==> config.mk <==
export PLATFORM = sky130hd
export DESIGN_NAME = dcache_write_buffer
export DESIGN_NICKNAME = d
export VERILOG_FILES = /design/src/rtl/dcache_write_buffer.sv
export SDC_FILE = /design/constraint.sdc
export NUM_CORES = 2
export LEC_CHECK = 0
export CORE_AREA = 10 10 651 653
export DETAILED_ROUTE_END_ITERATION = 10
export DIE_AREA = 0 0 661 663
export PLACE_DENSITY = 0.46
export SLEW_MARGIN = 20
export SYNTH_ARGS = -nofsm -noshare
export SYNTH_HDL_FRONTEND = slang
export SYNTH_SLANG_ARGS = --single-unit
==> constraint.sdc <==
create_clock -name aclk -period 28 [get_ports aclk]
set_clock_uncertainty 0.1 [all_clocks]
set_input_delay 2.8 -clock aclk [delete_from_list [all_inputs] [get_ports aclk]]
set_output_delay 2.8 -clock aclk [all_outputs]
set_load 0.05 [all_outputs]
==> src/rtl/dcache_write_buffer.sv <==
`default_nettype none
// ============================================================================
// Module      : dcache_write_buffer
// Description : Writeback FIFO between the data cache and the AXI bridge
//               d_w* port. Stores dirty-line / uncached store requests,
//               drains them one at a time with a one-cycle gap between
//               offers, and flags address hazards against pending entries.
//               Optional macro WBUF_FWD_EN: forward the youngest matching
//               entry's data on chk_data (otherwise chk_data is zero).
// Revision    : 1.0 - initial release
// ============================================================================
module dcache_write_buffer #(
    parameter int DEPTH    = 4,
    parameter int LINE_OFF = 6
) (
    input  logic         aclk,
    input  logic         aresetn,
    input  logic         wb_valid,
    output logic         wb_ready,
    input  logic [31:0]  wb_addr,
    input  logic [511:0] wb_data,
    input  logic [7:0]   wb_len,
    input  logic [2:0]   wb_size,
    input  logic [3:0]   wb_strb,
    output logic [31:0]  d_waddr,
    output logic [511:0] d_wdata,
    output logic [7:0]   d_wlen,
    output logic [2:0]   d_wsize,
    output logic [3:0]   d_wstrb,
    output logic         d_wvalid,
    input  logic         d_wready,
    input  logic [31:0]  chk_addr,
    output logic         chk_hit,
    output logic [511:0] chk_data,
    output logic         empty
);

    localparam int                PTR_W     = $clog2(DEPTH);
    localparam int                CNT_W     = $clog2(DEPTH + 1);
    localparam logic [CNT_W-1:0]  C_FULL    = CNT_W'(DEPTH);
    localparam logic [CNT_W-1:0]  C_CNT_ONE = CNT_W'(1);
    localparam logic [PTR_W-1:0]  C_PTR_ONE = PTR_W'(1);

    typedef enum logic [1:0] {
        D_IDLE  = 2'd0,
        D_ISSUE = 2'd1,
        D_GAP   = 2'd2
    } state_t;

    state_t             r_state;
    state_t             w_state_nxt;

    logic [31:0]        r_addr [DEPTH];
    logic [511:0]       r_data [DEPTH];
    logic [7:0]         r_len  [DEPTH];
    logic [2:0]         r_size [DEPTH];
    logic [3:0]         r_strb [DEPTH];

    logic [PTR_W-1:0]   r_wr_ptr;
    logic [PTR_W-1:0]   r_rd_ptr;
    logic [CNT_W-1:0]   r_count;

    logic               w_full;
    logic               w_push;
    logic               w_pop;
    logic [DEPTH-1:0]   w_valid;
    logic [DEPTH-1:0]   w_match;
    logic               w_unused_line_off;

    // Full blocks pushes even when the head pops in the same cycle.
    assign w_full   = (r_count == C_FULL);
    assign wb_ready = ~w_full;
    assign w_push   = wb_valid & ~w_full;
    assign w_pop    = (r_state == D_ISSUE) & d_wready;
    assign empty    = (r_count == '0) & ~d_wvalid;

    // Head entry drives the bridge directly.
    assign d_waddr = r_addr[r_rd_ptr];
    assign d_wdata = r_data[r_rd_ptr];
    assign d_wlen  = r_len[r_rd_ptr];
    assign d_wsize = r_size[r_rd_ptr];
    assign d_wstrb = r_strb[r_rd_ptr];

    // Within-line offset bits take no part in the hazard compare.
    assign w_unused_line_off = ^chk_addr[LINE_OFF-1:0];

    // Payload storage, written at wr_ptr on an accepted push.
    always_ff @(posedge aclk) begin
        if (w_push) begin
            r_addr[r_wr_ptr] <= wb_addr;
            r_data[r_wr_ptr] <= wb_data;
            r_len[r_wr_ptr]  <= wb_len;
            r_size[r_wr_ptr] <= wb_size;
            r_strb[r_wr_ptr] <= wb_strb;
        end
    end

    // Pointers and occupancy; reset discards everything pending.
    always_ff @(posedge aclk or negedge aresetn) begin
        if (!aresetn) begin
            r_wr_ptr <= '0;
            r_rd_ptr <= '0;
            r_count  <= '0;
        end else begin
            if (w_push) begin
                r_wr_ptr <= r_wr_ptr + C_PTR_ONE;
            end
            if (w_pop) begin
                r_rd_ptr <= r_rd_ptr + C_PTR_ONE;
            end
            case ({w_push, w_pop})
                2'b10:   r_count <= r_count + C_CNT_ONE;
                2'b01:   r_count <= r_count - C_CNT_ONE;
                default: r_count <= r_count;
            endcase
        end
    end

    // Drain state register.
    always_ff @(posedge aclk or negedge aresetn) begin
        if (!aresetn) begin
            r_state <= D_IDLE;
        end else begin
            r_state <= w_state_nxt;
        end
    end

    // Drain next-state and offer: issue, wait for completion, one idle gap.
    always_comb begin
        w_state_nxt = r_state;
        d_wvalid    = 1'b0;
        case (r_state)
            D_IDLE: begin
                if (r_count != '0) begin
                    w_state_nxt = D_ISSUE;
                end
            end
            D_ISSUE: begin
                d_wvalid = 1'b1;
                if (d_wready) begin
                    w_state_nxt = D_GAP;
                end
            end
            D_GAP: begin
                w_state_nxt = (r_count != '0) ? D_ISSUE : D_IDLE;
            end
            default: begin
                w_state_nxt = D_IDLE;
            end
        endcase
    end

    // An entry is live when its distance from rd_ptr is below count.
    genvar gi;
    generate
        for (gi = 0; gi < DEPTH; gi++) begin : g_entry
            logic [PTR_W-1:0] w_age;
            assign w_age       = PTR_W'(gi) - r_rd_ptr;
            assign w_valid[gi] = ({1'b0, w_age} < r_count);
            assign w_match[gi] = w_valid[gi] &
                                 (r_addr[gi][31:LINE_OFF] == chk_addr[31:LINE_OFF]);
        end
    endgenerate

    assign chk_hit = |w_match;

`ifdef WBUF_FWD_EN
    // Walk oldest to youngest so the youngest matching entry wins.
    always_comb begin
        chk_data = '0;
        for (int k = 0; k < DEPTH; k++) begin
            if (w_match[r_rd_ptr + PTR_W'(k)]) begin
                chk_data = r_data[r_rd_ptr + PTR_W'(k)];
            end
        end
    end
`else
    assign chk_data = '0;
`endif

endmodule
`default_nettype wire

# Word level (Yosys, flattened, before mapping)
# Memory sizes are Yosys's and may differ from the RTL's.
# Cells that the tools add are included.
[classes]
bitwise_logic = 9
eq_ne = 11
reduce_logical = 6
n_addsub = 8
muxes = 8
magnitude_cmp = 4
n_shift = 0
n_mul = 0
div = 0
[ops]
columns = ["op", "count"]
rows = [
  ["== test 26 bit", 4],
  ["< comparator 2 x 3 -> 1 bit", 4],
  ["AND 1 bit", 7],
  ["one-hot mux 2 bit (3 select lines)", 1],
  ["one-hot mux 3 bit (2 select lines)", 1],
  ["adder 2 x 1 -> 2 bit (second input constant)", 2],
  ["== test 2 x 1 -> 1 bit (second input constant)", 2],
  ["== test 2 bit (second input constant)", 2],
  ["two-way mux 1 bit", 4],
  ["two-way mux 2 bit", 2],
  ["inequality test 2 bit (second input constant)", 2],
  ["OR reduction 4 bit", 1],
  ["subtractor 1 x 2 -> 2 bit (first input constant)", 2],
  ["subtractor 2 bit (first input constant)", 2],
  ["adder 3 x 1 -> 3 bit (second input constant)", 1],
  ["== test 3 bit (second input constant)", 1],
  ["logical NOT 3 bit", 1],
  ["nonzero test 3 bit", 1],
  ["subtractor 3 x 1 -> 3 bit (second input constant)", 1],
  ["logical NOT 2 bit", 1],
  ["inverter 1 bit", 2],
  ["AND reduction 2 bit", 1],
  ["nonzero test 2 bit", 1],
]
[word_totals]
out_inout_bits = 1075
romBits = 0
elab_cells = 55
reg_bits = 9
mem_bits_rw = 2236
n_memories = 5
latchBits = 0
in_bits = 595
[mem_list]
columns = ["memory", "depth", "width", "rd", "rd_ports_with_merged_regs", "wr", "line", "source"]
rows = [
  ["r_data", 4, 512, 1, 0, 1, "54", "logic [511:0] r_data [DEPTH];"],
  ["r_addr", 4, 32, 5, 0, 1, "53", "logic [31:0] r_addr [DEPTH];"],
  ["r_len", 4, 8, 1, 0, 1, "55", "logic [7:0] r_len [DEPTH];"],
  ["r_strb", 4, 4, 1, 0, 1, "57", "logic [3:0] r_strb [DEPTH];"],
  ["r_size", 4, 3, 1, 0, 1, "56", "logic [2:0] r_size [DEPTH];"],
]

# Logic depth before layout (Yosys ltp)
[depth]
depth_word = 5
ltp_mapped = 11
depth_no_buf = 10

# Worst setup path before layout
# No wires, ideal clock.
[synth_timing]
path_kind = "input-to-reg"
start = "input wb_valid"
end = "memory r_addr[1][0], enable pin"
setup_time_ns = 1.001
path_stages = 1
setup_slack_ns = 11.390
path_buffers = 0
t_arrival_ns = 15.509
cell_sequence = "and3_1"
[synth_between]
elab_chain_len = 3
[synth_lines]
columns = ["element", "line", "source"]
rows = [
  ["from (decl)", "18", "input logic wb_valid,"],
  ["AND 1 bit", "73", "assign w_push = wb_valid & ~w_full;"],
  ["two-way mux 1 bit", "89", "if (w_push) begin"],
  ["two-way mux 1 bit (implied by the code)", "90", "r_addr[r_wr_ptr] <= wb_addr;"],
  ["to (decl)", "53", ""],
]
# Every way passes these cells.

# Final worst setup path
[layout_timing]
start = "register r_rd_ptr[0]"
end = "output d_wdata[400]"
[layout_between]
elab_chain_len = 1
[layout_lines]
columns = ["element", "line", "source"]
rows = [
  ["from (decl)", "60", "logic [PTR_W-1:0] r_rd_ptr;"],
  ["from (signal assigned)", "109", "r_rd_ptr <= r_rd_ptr + C_PTR_ONE;"],
  ["memory (4 x 512 bit)", "--", ""],
  ["to (decl)", "26", "output logic [511:0] d_wdata,"],
]
# Every way passes these cells.

==> impl_metrics.py <==
metrics = {
    "sta": {
        "slew_viol_final": 0,
        "min_period_over_period": 0.3288,
        "setup_viol": 0,
        "hold_ws_ps": 420.0,
        "setup_tns_ps": 0,
        "fmax_ghz": 0.1086,
        "tightest_slew_ps": 1183,
        "hold_violations": 0,
        "fin_ws_ps": 18790,
        "rsz0062_at_grt": "false",
        "period_needed_ps": 9207,
        "relSlewSlack": 0.2115,
    },
    "worst_setup_path": {
        "cp-start-kind": "register",
        "required_ps": 25100,
        "path_cells": "buf_4 -> buf_4 -> buf_12 -> buf_4 -> mux4_2 -> clkdlybuf4s50_1",
        "endpoint_kind": "output pin",
        "path_max_fanout": 94,
        "crit_top_cell": "buf_4",
        "worst-path-buf-inv": 5,
        "path_class": "reg2out",
        "cpPeakStageDelay_ps": 880,
        "worst_path_max_delay_cell": "dfrtp_4",
        "arrival_ps": 6310,
        "critPathTopFamily": "buffers and inverters",
    },
    "synth": {
        "synth.top_cell.area_share": 0.7802,
        "syn_inst": 3640,
        "ys_async_sr_fraction": 0.004009,
        "synth_warnings": 0,
        "synth-edff-count": 2236,
        "synthTopCellsByArea": "edfxtp_1 78%, mux4_2 15%, buf_4 4.5%",
        "postSynthAreaPerCell_um2": 23.64,
        "synth_seq_area_share": 0.7828,
        "synth_flop_cell": "edfxtp_1",
        "ys_types": 30,
        "syn_area_um2": 86060,
        "yosysTopAreaCell": "edfxtp_1",
        "ys_seq_elements": 2245,
    },
    "cells_and_area": {
        "fillers": 40889,
        "fin_cells": 10695,
        "final_common_cell": "edfxtp_1",
        "final_nets": 5596,
        "drive_gt1_frac": 0.1908,
        "syn2layout_area_growth_pct": 29.03,
        "layout_common_cells": "2,236 x edfxtp_1, 1,151 x clkdlybuf4s50_1, 559 x mux4_2, 512 x conb_1, 273 x clkbuf_16",
    },
    "global_route": {
        "antenna_found_initial": 143,
        "track_usage": 0.1156,
        "grt_max_degree": 132,
        "grt_overflow": 0,
        "grt_pass1_wl_um": 357400,
        "grt_pass1_vias": 42450,
    },
    "clock_network": {
        "clock-sinks": 2245,
        "cts_tree": "yes",
        "postCtsResizedCells": 0,
        "hold_buffers": 0,
        "cts_made_buffers": 271,
        "post-cts-setup-buffers": 0,
        "htree_levels": 5,
        "cts_root_buf": "clkbuf_16",
        "worstSkewPairLatency_ps": 880,
        "clk_pin_slew_worst_paths_ps": 60,
        "cts_max_path_buffers": 4,
    },
    "pwr": {
        "vdd_drop_max_mv": 0.07711,
        "power_density_nw_per_um2": 124.1,
        "swShare": 0.4010,
        "p_total_mw": 13.78,
        "sequentialPowerShare": 0.333,
        "leakagePower_nw": 35.39,
        "power_switching_mw": 5.524,
        "intPower_mw": 8.252,
        "comb_power_share": 0.421,
        "p_clk_frac": 0.246,
    },
    "floorplanning": {
        "row_count": 236,
        "initial_core_util": 0.2092,
        "die_w_um": 661,
        "die_area_um2": 438200,
        "die_h_um": 663,
        "core_area_um2": 411300,
        "io_pins": 1670,
    },
    "routing": {
        "dr.first_iter.drc_count": 2388,
        "drt_wl_total_um": 265500,
        "drt-pass1-iter-count": 5,
        "wl_met3_um": 21580,
        "via_per_inst": 3.743,
        "vias": 40029,
        "wl_met1_um": 86780,
        "wire_per_inst_um": 24.82,
        "drc_errors": 0,
        "dr.max_layer_used": "met5",
        "final_antenna_net_count": 0,
        "met2_length_um": 148900,
    },
    "run": {
        "drv_cap": 0,
    },
    "placement": {
        "dp_hpwl_um": 184200,
        "finalWeightedCongestion": 0.7483,
        "preCtsSetupSlack_ps": 19390,
        "numPortBuffers": 1151,
        "post-place-cells": 10192,
    },
    "worst_hold_path": {
        "holdCritPathClass": "reg2reg",
    },
    "run_status": {
        "status": "complete, no violations",
    },
}
## power groups by stage
stage / combinational [mW] / sequential [mW] / clock, mW
after floorplan: 3.85 / 5.03 / 0
after global placement: 6.01 / 4.63 / 0
after detailed placement: 5.98 / 4.66 / 0
after CTS: 6.00 / 4.59 / 3.51
after global routing: 6.07 / 4.64 / 3.64
final: 5.80 / 4.58 / 3.39
## cells in the mapped netlist, types with 4 or more instances
cell / count
a21oi_1: 4
and3_1: 4
buf_1: 27
buf_2: 64
buf_4: 516
buf_6: 21
clkbuf_1: 12
dfrtp_1: 9
edfxtp_1: 2236
ha_1: 9
inv_1: 8
mux4_2: 559
nand2_1: 7
nand3_1: 5
nor4_1: 24
o2111ai_1: 4
xnor2_1: 20
xor2_1: 91
## flip-flops by register name, indices dropped and copies added (netlist names)
name	count
r_wr_ptr	2
r_len	32
r_strb	16
r_count	3
r_state	2
r_addr	128
r_rd_ptr	2
r_data	2048
r_size	12
## logic make-up (layout without fill, tap and decap cells)
group,after synthesis,in the layout,share of synthesized area
fa+ha+maj,10,10,0.001541
other cells,1,543,0.00004357
xor+xnor,111,111,0.01130
compound gates,12,12,0.0009449
mux,559,559,0.1463
simple gates,53,53,0.003489
flops,2245,2245,0.7828
buf+inv,649,1688,0.05359
## per-stage QoR
stage / utilization / cell area, um^2
after CTS: 0.2698 / 111000
after detailed placement: 0.2488 / 102300
after global routing: 0.2699 / 111000
final: 0.2700 / 111000
after global placement: 0.2488 / 102300
after floorplan: - / 87980
## routing by layer
metal	vias up	track usage
li1	16842	-
met2	1508	0.2281
met4	48	0.03325
met3	560	0.03637
met5	-	0
met1	21071	0.1140
## area by class of cell
cell class / instances / area [um^2] / share of cell area
multi-input cells: 1257 / 16020 / 0.1442
flip-flops and latches: 2245 / 67380 / 0.6068
well taps: 5474 / 6849 / 0.06168
inverters: 8 / 30.03 / 0.0002704
repair buffers: 1208 / 12080 / 0.1088
clock inverters: 141 / 1565 / 0.01410
diodes: 31 / 77.57 / 0.0006986
clock buffers: 331 / 7049 / 0.06348
## worst paths after layout
check / startpoint / end / slack, ps / depth (start not counted)
min in group asynchronous: aresetn / r_count[0] / 2120 / 1
hold / removal: r_state[0] / r_state[0] / 420 / 1
setup / recovery: r_rd_ptr[0] / d_wdata[400] / 18790 / 6
max in group asynchronous: aresetn / r_rd_ptr[1] / 25340 / 1
setup reg to reg: r_count[0] / r_data[0][463] / 22710 / 7
hold reg to reg: r_state[0] / r_state[0] / 420 / 1
Note: power is estimated with default switching activity, not from simulation.
